--- config.mk ---
export PLATFORM = sky130hd
export DESIGN_NAME = spi_xfer_ctrl
export DESIGN_NICKNAME = d
export VERILOG_FILES = /design/src/rtl/spi_xfer_ctrl.sv
export SDC_FILE = /design/constraint.sdc
export NUM_CORES = 1
export LEC_CHECK = 0
export CORE_UTILIZATION = 52
export CTS_CLUSTER_SIZE = 14
export DETAILED_ROUTE_END_ITERATION = 8
export MAX_ROUTING_LAYER = met4
export PLACE_DENSITY = 0.76
export SYNTH_ARGS = -nofsm -noshare
export SYNTH_HDL_FRONTEND = slang
export SYNTH_SLANG_ARGS = --single-unit
--- constraint.sdc ---
create_clock -name PCLK -period 2.44 [get_ports PCLK]
set_input_delay 0.732 -clock PCLK [delete_from_list [all_inputs] [get_ports PCLK]]
set_output_delay 0.732 -clock PCLK [all_outputs]
set_load 0.05 [all_outputs]
--- src/rtl/spi_xfer_ctrl.sv ---
// SPI master sequencer: SCLK, slave select, load/capture pulses and per-edge shift/sample strobes for spi_shifter. Optional abort path under SPI_XFER_ABORT_EN.
// Latency: ss_o/busy_o/send_data_o one cycle after an accepted start_i; frame holds ss_o low for (2*DATA_W+2)*HALF cycles.
// Backpressure: none; start_i is dropped while busy_o, spe_i low or mstr_i low; spe_i low mid-frame returns to idle.
module spi_xfer_ctrl #(
    parameter int DATA_W = 8,
    parameter int CNT_W  = 11
) (
    input  logic       PCLK,
    input  logic       PRESET,
    input  logic       spe_i,
    input  logic       mstr_i,
    input  logic       cpol_i,
    input  logic       cpha_i,
    input  logic [2:0] sppr_i,
    input  logic [2:0] spr_i,
    input  logic       start_i,
`ifdef SPI_XFER_ABORT_EN
    input  logic       abort_i,
    output logic       aborted_o,
`endif
    output logic       sclk_o,
    output logic       ss_o,
    output logic       send_data_o,
    output logic       receive_data_o,
    output logic       mosi_send_sclk_o,
    output logic       mosi_send_sclk0_o,
    output logic       miso_receive_sclk_o,
    output logic       miso_receive_sclk0_o,
    output logic       busy_o,
    output logic       done_o
);

    localparam int EDGES = 2 * DATA_W;
    localparam int HW    = $clog2(EDGES) + 1;

    localparam logic [1:0] ST_IDLE  = 2'd0;
    localparam logic [1:0] ST_SETUP = 2'd1;
    localparam logic [1:0] ST_XFER  = 2'd2;
    localparam logic [1:0] ST_HOLD  = 2'd3;

    localparam logic [HW-1:0] HP_LAST      = HW'(EDGES - 1);
    localparam logic [HW-1:0] EDGE_END     = HW'(EDGES);
    localparam logic [HW-1:0] EDGE_PENULT  = HW'(EDGES - 1);

    logic [1:0]       state;
    logic [CNT_W-1:0] cnt;
    logic [CNT_W-1:0] half_m1;
    logic [HW-1:0]    hp_cnt;
    logic             cpol_q;
    logic             cpha_q;
    logic             sclk_q;
    logic             send_q;
    logic             recv_q;
    logic             done_q;
`ifdef SPI_XFER_ABORT_EN
    logic             abt_q;
`endif

    logic [CNT_W-1:0] half_sel;
    logic [CNT_W-1:0] half_m1_sel;
    logic             tick;
    logic [HW-1:0]    next_edge;
    logic             edge_now;
    logic             is_sample;
    logic             is_shift;
    logic             last_sample;

    // Half-period in PCLK cycles: (sppr+1) * 2^spr, i.e. half the baud divisor.
    assign half_sel    = (CNT_W'(sppr_i) + CNT_W'(1)) << spr_i;
    assign half_m1_sel = half_sel - CNT_W'(1);

    assign tick = (cnt == half_m1);

    // With cpha=1 the first edge closes SETUP, so every TRANSFER half-period is one edge further on.
    always_comb begin
        next_edge = '0;
        if (state == ST_SETUP) begin
            next_edge = HW'(1);
        end else if (cpha_q) begin
            next_edge = hp_cnt + HW'(2);
        end else begin
            next_edge = hp_cnt + HW'(1);
        end
    end

    always_comb begin
        edge_now = 1'b0;
        if (tick) begin
            if (state == ST_SETUP) begin
                edge_now = cpha_q;
            end else if (state == ST_XFER) begin
                edge_now = !cpha_q || (hp_cnt != HP_LAST);
            end
        end
    end

    assign is_sample   = next_edge[0] ^ cpha_q;
    assign is_shift    = !is_sample && !(!cpha_q && (next_edge == EDGE_END));
    assign last_sample = is_sample && (next_edge == (cpha_q ? EDGE_END : EDGE_PENULT));

    assign mosi_send_sclk_o     = edge_now && is_shift  && !sclk_q;
    assign mosi_send_sclk0_o    = edge_now && is_shift  &&  sclk_q;
    assign miso_receive_sclk_o  = edge_now && is_sample && !sclk_q;
    assign miso_receive_sclk0_o = edge_now && is_sample &&  sclk_q;

    always_ff @(posedge PCLK) begin
        if (PRESET) begin
            state   <= ST_IDLE;
            cnt     <= '0;
            half_m1 <= '0;
            hp_cnt  <= '0;
            cpol_q  <= 1'b0;
            cpha_q  <= 1'b0;
            sclk_q  <= 1'b0;
            send_q  <= 1'b0;
            recv_q  <= 1'b0;
            done_q  <= 1'b0;
`ifdef SPI_XFER_ABORT_EN
            abt_q   <= 1'b0;
`endif
        end else begin
            send_q <= 1'b0;
            recv_q <= 1'b0;
            done_q <= 1'b0;
`ifdef SPI_XFER_ABORT_EN
            abt_q  <= 1'b0;
`endif
            if (state == ST_IDLE) begin
                sclk_q <= cpol_i;
                cnt    <= '0;
                hp_cnt <= '0;
                if (start_i && spe_i && mstr_i) begin
                    state   <= ST_SETUP;
                    cpol_q  <= cpol_i;
                    cpha_q  <= cpha_i;
                    half_m1 <= half_m1_sel;
                    send_q  <= 1'b1;
                end
            end else if (!spe_i) begin
                state  <= ST_IDLE;
                sclk_q <= cpol_i;
            end
`ifdef SPI_XFER_ABORT_EN
            else if (abort_i) begin
                state  <= ST_IDLE;
                sclk_q <= cpol_q;
                abt_q  <= 1'b1;
            end
`endif
            else begin
                cnt <= tick ? '0 : cnt + CNT_W'(1);
                if (edge_now) begin
                    sclk_q <= ~sclk_q;
                    recv_q <= last_sample;
                end
                case (state)
                    ST_SETUP: begin
                        if (tick) begin
                            state <= ST_XFER;
                        end
                    end
                    ST_XFER: begin
                        if (tick) begin
                            if (hp_cnt == HP_LAST) begin
                                state <= ST_HOLD;
                            end else begin
                                hp_cnt <= hp_cnt + HW'(1);
                            end
                        end
                    end
                    ST_HOLD: begin
                        if (tick) begin
                            state  <= ST_IDLE;
                            done_q <= 1'b1;
                            sclk_q <= cpol_q;
                        end
                    end
                    default: state <= ST_IDLE;
                endcase
            end
        end
    end

    assign sclk_o         = sclk_q;
    assign ss_o           = (state == ST_IDLE);
    assign busy_o         = (state != ST_IDLE);
    assign send_data_o    = send_q;
    assign receive_data_o = recv_q;
    assign done_o         = done_q;
`ifdef SPI_XFER_ABORT_EN
    assign aborted_o      = abt_q;
`endif

endmodule

==> results of run 1 <==
where the power goes:
part	leakage (nW)	switching [mW]	internal (mW)	total [mW]
clock network	0.0412	0.229	0.200	0.429
registers	0.286	0.0227	0.591	0.614
logic	0.965	0.303	0.240	0.543
stage by stage:
stage	setup WS, ns	cell area [µm²]	hold WS (ns)
2_1_floorplan	-0.03066	2606	0.4366
3_3_place_gp	-0.5052	3258	0.4457
3_5_place_dp	-0.5566	3258	0.4554
4_1_cts	-0.2411	3395	0.4652
5_1_grt	-0.2918	3458	0.5009
6_report	-0.2161	3458	0.4651
placed cells by master (no fill, tap or decap), types with 3 or more instances in the layout:
| master | count |
|---|---|
| nand2_1 | 31 |
| nor2b_1 | 3 |
| clkdlybuf4s50_1 | 11 |
| inv_2 | 3 |
| buf_12 | 5 |
| dfxtp_2 | 3 |
| o21ai_0 | 9 |
| buf_4 | 57 |
| xnor2_1 | 19 |
| and3_1 | 4 |
| inv_1 | 7 |
| nand2b_1 | 3 |
| and2_1 | 3 |
| o211ai_1 | 3 |
| mux2i_1 | 3 |
| xor2_1 | 12 |
| nand4_1 | 9 |
| a21oi_1 | 8 |
| a211oi_1 | 6 |
| nand3b_1 | 4 |
| nor2_1 | 39 |
| ha_1 | 5 |
| dfxtp_1 | 31 |
| nor3_1 | 3 |
| and4_1 | 3 |
| a211oi_2 | 3 |
| nand3_1 | 10 |
| ha_4 | 4 |
| o21ai_1 | 3 |
| a31oi_1 | 3 |
| nand2_2 | 4 |
| clkbuf_8 | 5 |
state kept, by name, summed over array words and instances, names as in the netlist, named ones only:
| name | count |
|---|---|
| cnt | 11 |
| cpha_q | 1 |
| cpol_q | 1 |
| done_o | 1 |
| half_m1 | 11 |
| hp_cnt | 5 |
| receive_data_o | 1 |
| send_data_o | 1 |
| state | 2 |
final cells by class:
type / count / area, µm²
Clock buffer: 6 / 72.57
Timing Repair Buffer: 80 / 701.9
Multi-Input combinational cell: 247 / 1861
Clock inverter: 2 / 12.51
Tap cell: 52 / 65.06
Sequential cell: 35 / 708.2
Fill cell: 307 / 1016
Inverter: 10 / 37.54
worst paths after layout:
path	start	endpoint	slack, ns	cells past startpoint
worst max-delay path	hp_cnt[0]	mosi_send_sclk_o	-0.22	8
worst min-delay path	cpol_q	cpol_q	0.47	2
worst max register to register	state[0]	state[1]	0.33	9
worst min register to register	cpol_q	cpol_q	0.47	2
metal layers:
layer	vias to the layer above	global-route usage [%]	share of wire, %
met2	101	46.77	48
met1	1189	35.83	45
li1	1245	-	-
met3	14	6.470	5.3
met4	0	10.22	1.8
met5	-	-	0
tightest hold or removal path, cell delays in order (launching register included):
cell	delay [ns]
dfxtp_1	0.31
nand2_1	0.05
a21oi_1	0.05
cell families (layout without fill, tap and decap cells):
| family | Yosys count | in the layout |
|---|---|---|
| adders and majority gates | 10 | 10 |
| xor gates and xnor gates | 32 | 32 |
| buffers and inverters | 28 | 98 |
| muxes | 6 | 6 |
| DFF | 35 | 35 |
| AOI/OAI and AO/OA | 62 | 62 |
| and+or+nand+nor | 137 | 137 |
repair_timing:
action                     CTS  global route
buffers inserted             2             1
hold buffers                 0             0
resized for setup           13            18
setup endpoints to repair   11             9
pin swaps                   10            10
==> impl_metrics.toml, run 1 <==
[finish]
finish.utilization_pct = 77.29
num_antenna_cells = 0
final_cells = 432
drive_gt1_share_pct = 31.32
area_delta_synth_final_pct = 38.76
final_nets = 402

[sta]
worst_pin_slew_ns = 0.5011
drv_slew = 0
finalHoldViolCount = 0
finalSetupTns_ns = -0.8017
finalSetupViolCount = 4
setup_slack_ns = -0.2161
rsz0062_at_grt = "true"
relSlewSlack_pct = 66.54
clock_skew_ns = 0.01072
period_share_pct = 108.9
fmax_mhz = 376.5
min_period_ns = 2.656

[power_and_ir_drop]
p_leak_nw = 1.292
vdd_drop_max_mv = 0.3646
total_power_mw = 1.585
power.density_nw_per_um2 = 458.3

[run_status]
failed_checks = "setup timing"
status = "finished, violations left"

[die]
pin_count = 23
start_util_pct = 55.70
design.die.area_um2 = 5074
die_w_um = 71.23
coreArea_um2 = 4474
die_h_um = 71.23
rows = 24

[clocking]
clkLatencyLatePin_ns = 0.29
clkSinkCount = 35
cts_tree = "yes"
root_buffer = "clkbuf_8"
cts_buffers = 5
clkSlewWorstSetupHoldPaths_ns = 0.08
cts.path.max_buffers = 2
cts.htree.levels = 2

[yosys]
synth_xor_area_share_pct = 11.55
ys.flop_type = "dfxtp_1"
netlist.area_leader.share_pct = 28.11
syn-num-nets = 333
synth_top_cell_by_area = "dfxtp_1"
syn_area_um2 = 2492
synth_compound_area_share_pct = 20.13
synth_top_family_by_area = "simple AND/OR/NAND/NOR gates"
synth_edf_count = 0
ys_seq_area_share_pct = 28.11
syn_inst = 310
synth_area_leaders = "dfxtp_1 (28%), xnor2_1 (6.7%), nor2_1 (6.3%), nand2_1 (5.3%), ha_1 (5.0%)"
async_flop_share_pct = 0
synth_common_cells = "nor2_1 (42), dfxtp_1 (35), nand2_1 (35)"
yosysWarnings = 0
synth_cell_types = 63
synthAdderAreaFrac_pct = 5.020
synth-seq-cells = 35
syn_area_per_cell_um2 = 8.040
muxShareOfSynthArea_pct = 2.661
synth-simple-area-share_pct = 27.26
synthMostInstantiatedCell = "nor2_1"

[route]
num_vias = 2549
drtAntennaViolNets = 0
wl_um = 6997
drc = 0
avgViaCountPerCell = 5.900
initialDrtViolationCount = 141
dr.pass1.iters = 5
routedWlPerCell_um = 16.20

[worst_setup_path]
critPathRequiredTime_ns = 1.71
critical-path-top-delay-family = "simple AND/OR/NAND/NOR gates"
crit_path_top_delay_cell = "dfxtp_4"
critPathMaxFanout = 2
crit_chain = "ha_4, and3_4, ha_4, nor2_1, nand4_1, o2111ai_4, nor2_4, buf_12"
end_kind = "output pin"
worstSetupStartpointType = "register"
path_class = "register to output pin"
cpMostUsedCell = "ha_4"
crit_arrival_ns = 1.92
cp_num_buf_inv = 1
critPathMaxStageDelay_ns = 0.36

[global_route]
grt_max_degree = 18
grt_pass1_wl_um = 11290
grt.total_usage_pct = 29.05
grt_pass1_vias = 2432
antenna_found_initial = 0
gr-total-overflow = 0

[placement]
hpwl_um = 5166
io_buffers = 22
routabilityCongestion = 0.9850
post-place-cells = 421

[worst_hold_path]
hold_path_class = "register to register"

[job]
max_cap_viol_count = 0
(Power assumes the default switching activity.)
==> inputs of run 2 (changes only) <==
==> constraint.sdc (replaced) <==
create_clock -name PCLK -period 2.44 [get_ports PCLK]
set_input_delay 0.488 -clock PCLK [delete_from_list [all_inputs] [get_ports PCLK]]
set_output_delay 0.488 -clock PCLK [all_outputs]
set_load 0.05 [all_outputs]
==> run 2 against run 1 <==
Against the previous run: the run ends with DRC left; non-clock buffer count is 5 lower; clock skew is 0.0039 ns lower; total power is 3.1% lower; critical path depth is 1 higher; global-route usage is 2.0 points lower; largest cell class unchanged; final cell count is 1.2% lower; setup slack better by 0.23 ns.
==> impl_metrics.toml, run 2 (same netlist as run 1, synthesis figures left out) <==
[run_status]
status = "finished, violations left"
failed_checks = "DRC"

[clocking]
clkSinkCount = 35
ctsHoldBuffers = 0
cts_tree = "yes"
cts_buffers = 5
clkSlewWorstSetupHoldPaths_ns = 0.07
clkLatencyLatePin_ns = 0.29
cts.path.max_buffers = 2
root_buffer = "clkbuf_8"
cts.htree.levels = 2

[worst_setup_path]
end_kind = "output pin"
critPathMaxStageDelay_ns = 0.34
cpMostUsedCell = "nand2_4"
critPathMaxFanout = 3
path_class = "register to output pin"
critPathRequiredTime_ns = 1.95
crit_path_top_delay_cell = "dfxtp_2"
crit_arrival_ns = 1.94
critPathLaunch = "hp_cnt[1]"
crit_chain = "ha_4, and3_4, ha_4, nand2_4, nand2_4, o21ai_4, nand2_4, nor3_4, buf_12"
worstSetupStartpointType = "register"
r2r-start = "hp_cnt[1]"

[finish]
top_regs = "cnt x11, half_m1 x11, hp_cnt x5"
drive_gt1_share_pct = 28.80
nFillCells = 337
final_cell_mix = "buf_4 (53), nor2_1 (38), nand2_1 (32), dfxtp_1 (32), xnor2_1 (19)"
multi_input_area_um2 = 1803
final_nets = 397
num_antenna_cells = 0
mostFrequentLayoutCell = "buf_4"
area_delta_synth_final_pct = 34.74
finish.utilization_pct = 75.06
seq_area_um2 = 704.4

[die]
coreArea_um2 = 4474
die_w_um = 71.23
die_h_um = 71.23
start_util_pct = 55.70
design.die.area_um2 = 5074
rows = 24
pin_count = 23

[route]
num_vias = 2475
routedWlPerCell_um = 15.19
drc = 1
dr.pass1.iters = 6
avgViaCountPerCell = 5.796
wl_um = 6484
drtAntennaViolNets = 0
initialDrtViolationCount = 92

[sta]
clock_skew_ns = 0.006827
rsz0062_at_grt = "true"
relSlewSlack_pct = 63.66
finalHoldViolCount = 0
drv_slew = 0
min_period_ns = 2.429
worst_pin_slew_ns = 0.5434
fmax_mhz = 411.7
finalSetupTns_ns = 0
finalSetupViolCount = 0
period_share_pct = 99.55

[job]
max_cap_viol_count = 0

[power_and_ir_drop]
netSwitchingFraction_pct = 33.69
p_comb_share_pct = 33.2
power_frac_seq_pct = 39.9
vdd_drop_max_mv = 0.3239
power_frac_clock_pct = 27.0
power.density_nw_per_um2 = 457.5
p_leak_nw = 1.276
p_int_mw = 1.019
p_sw_mw = 0.5177

[worst_hold_path]
hp-start = "cpol_q"
hold_path_class = "register to register"

[global_route]
grt_max_degree = 21
antenna_found_initial = 0
grt_pass1_wl_um = 10440
gr-total-overflow = 0
grt.total_usage_pct = 27.01
grt_pass1_vias = 2245

[placement]
routabilityCongestion = 0.9176
io_buffers = 22
hpwl_um = 4845
[run 2: cell count changes in the layout (fill, tap and decap cells not counted), sizes merged]
| cell | delta |
|---|---|
| clkbuf | -2 |
| buf | -6 |
| clkdlybuf4s15 | -1 |
| dlymetal6s2s | +1 |
| clkdlybuf4s50 | +3 |
| clkinvlp | +1 |
| dlygate4sd2 | -1 |
[run 2: metrics by stage]
stage	power [mW]	std cells	hold slack, ns	setup slack, ns	instance area, µm²
finish	1.536	427	0.4687	0.01097	3358
detailed placement	1.079	411	0.4520	-0.2985	3084
global route	1.613	427	0.4986	-0.05745	3358
global placement	1.072	411	0.4470	-0.3019	3084
floorplan	0.9210	310	0.4366	-0.05260	2520
CTS	1.500	420	0.4621	0.003834	3254
[run 2: critical path: cells and delay by family, from the launching register on]
family | cells | cell delay (ns)
buffers and inverters | 1 | 0.16
AO/OA/AOI/OAI | 1 | 0.20
flip-flops | 1 | 0.34
adder cells (fa/ha/maj) | 2 | 0.33
AND/OR/NAND/NOR | 5 | 0.62
[run 2: final timing paths]
path	endpoint	slack [ns]	cells past startpoint
hold reg to reg	cpol_q	0.47	2
hold / removal	cpol_q	0.47	2
setup reg to reg	register	0.33	13
setup / recovery	miso_receive_sclk_o	0.01	9
[run 2: power groups by stage]
stage	clock network, mW	registers, mW	logic [mW]
2_1_floorplan	0	0.628	0.293
3_3_place_gp	0	0.624	0.448
3_5_place_dp	0	0.625	0.455
4_1_cts	0.421	0.612	0.466
5_1_grt	0.447	0.615	0.551
6_report	0.414	0.612	0.510
[run 2: metal layers]
metal | vias to the layer above | GRT usage (%) | share of wire [%]
met5 | - | - | 0
met4 | 0 | 8.000 | 2.0
met3 | 15 | 5.204 | 3.9
met2 | 70 | 42.96 | 50
met1 | 1165 | 34.92 | 44
li1 | 1225 | - | -
[run 2: layout make-up]
| cell class | count | share of cell area [%] |
|---|---|---|
| Tap cell | 52 | 1.937 |
| Inverter | 10 | 1.118 |
| Multi-Input combinational cell | 247 | 53.69 |
| Timing Repair Buffer | 75 | 19.63 |
| Clock buffer | 5 | 2.049 |
| Sequential cell | 35 | 20.98 |
| Clock inverter | 3 | 0.5961 |
[run 2: repair_timing]
| item | in CTS | in global routing |
|---|---|---|
| setup endpoints to repair | 4 | 9 |
| endpoints found under the hold margin | 0 | 0 |
| pin swaps | 4 | 12 |
| cloned | 0 | 0 |
| setup buffers | 1 | 7 |
| gates resized for setup | 17 | 12 |
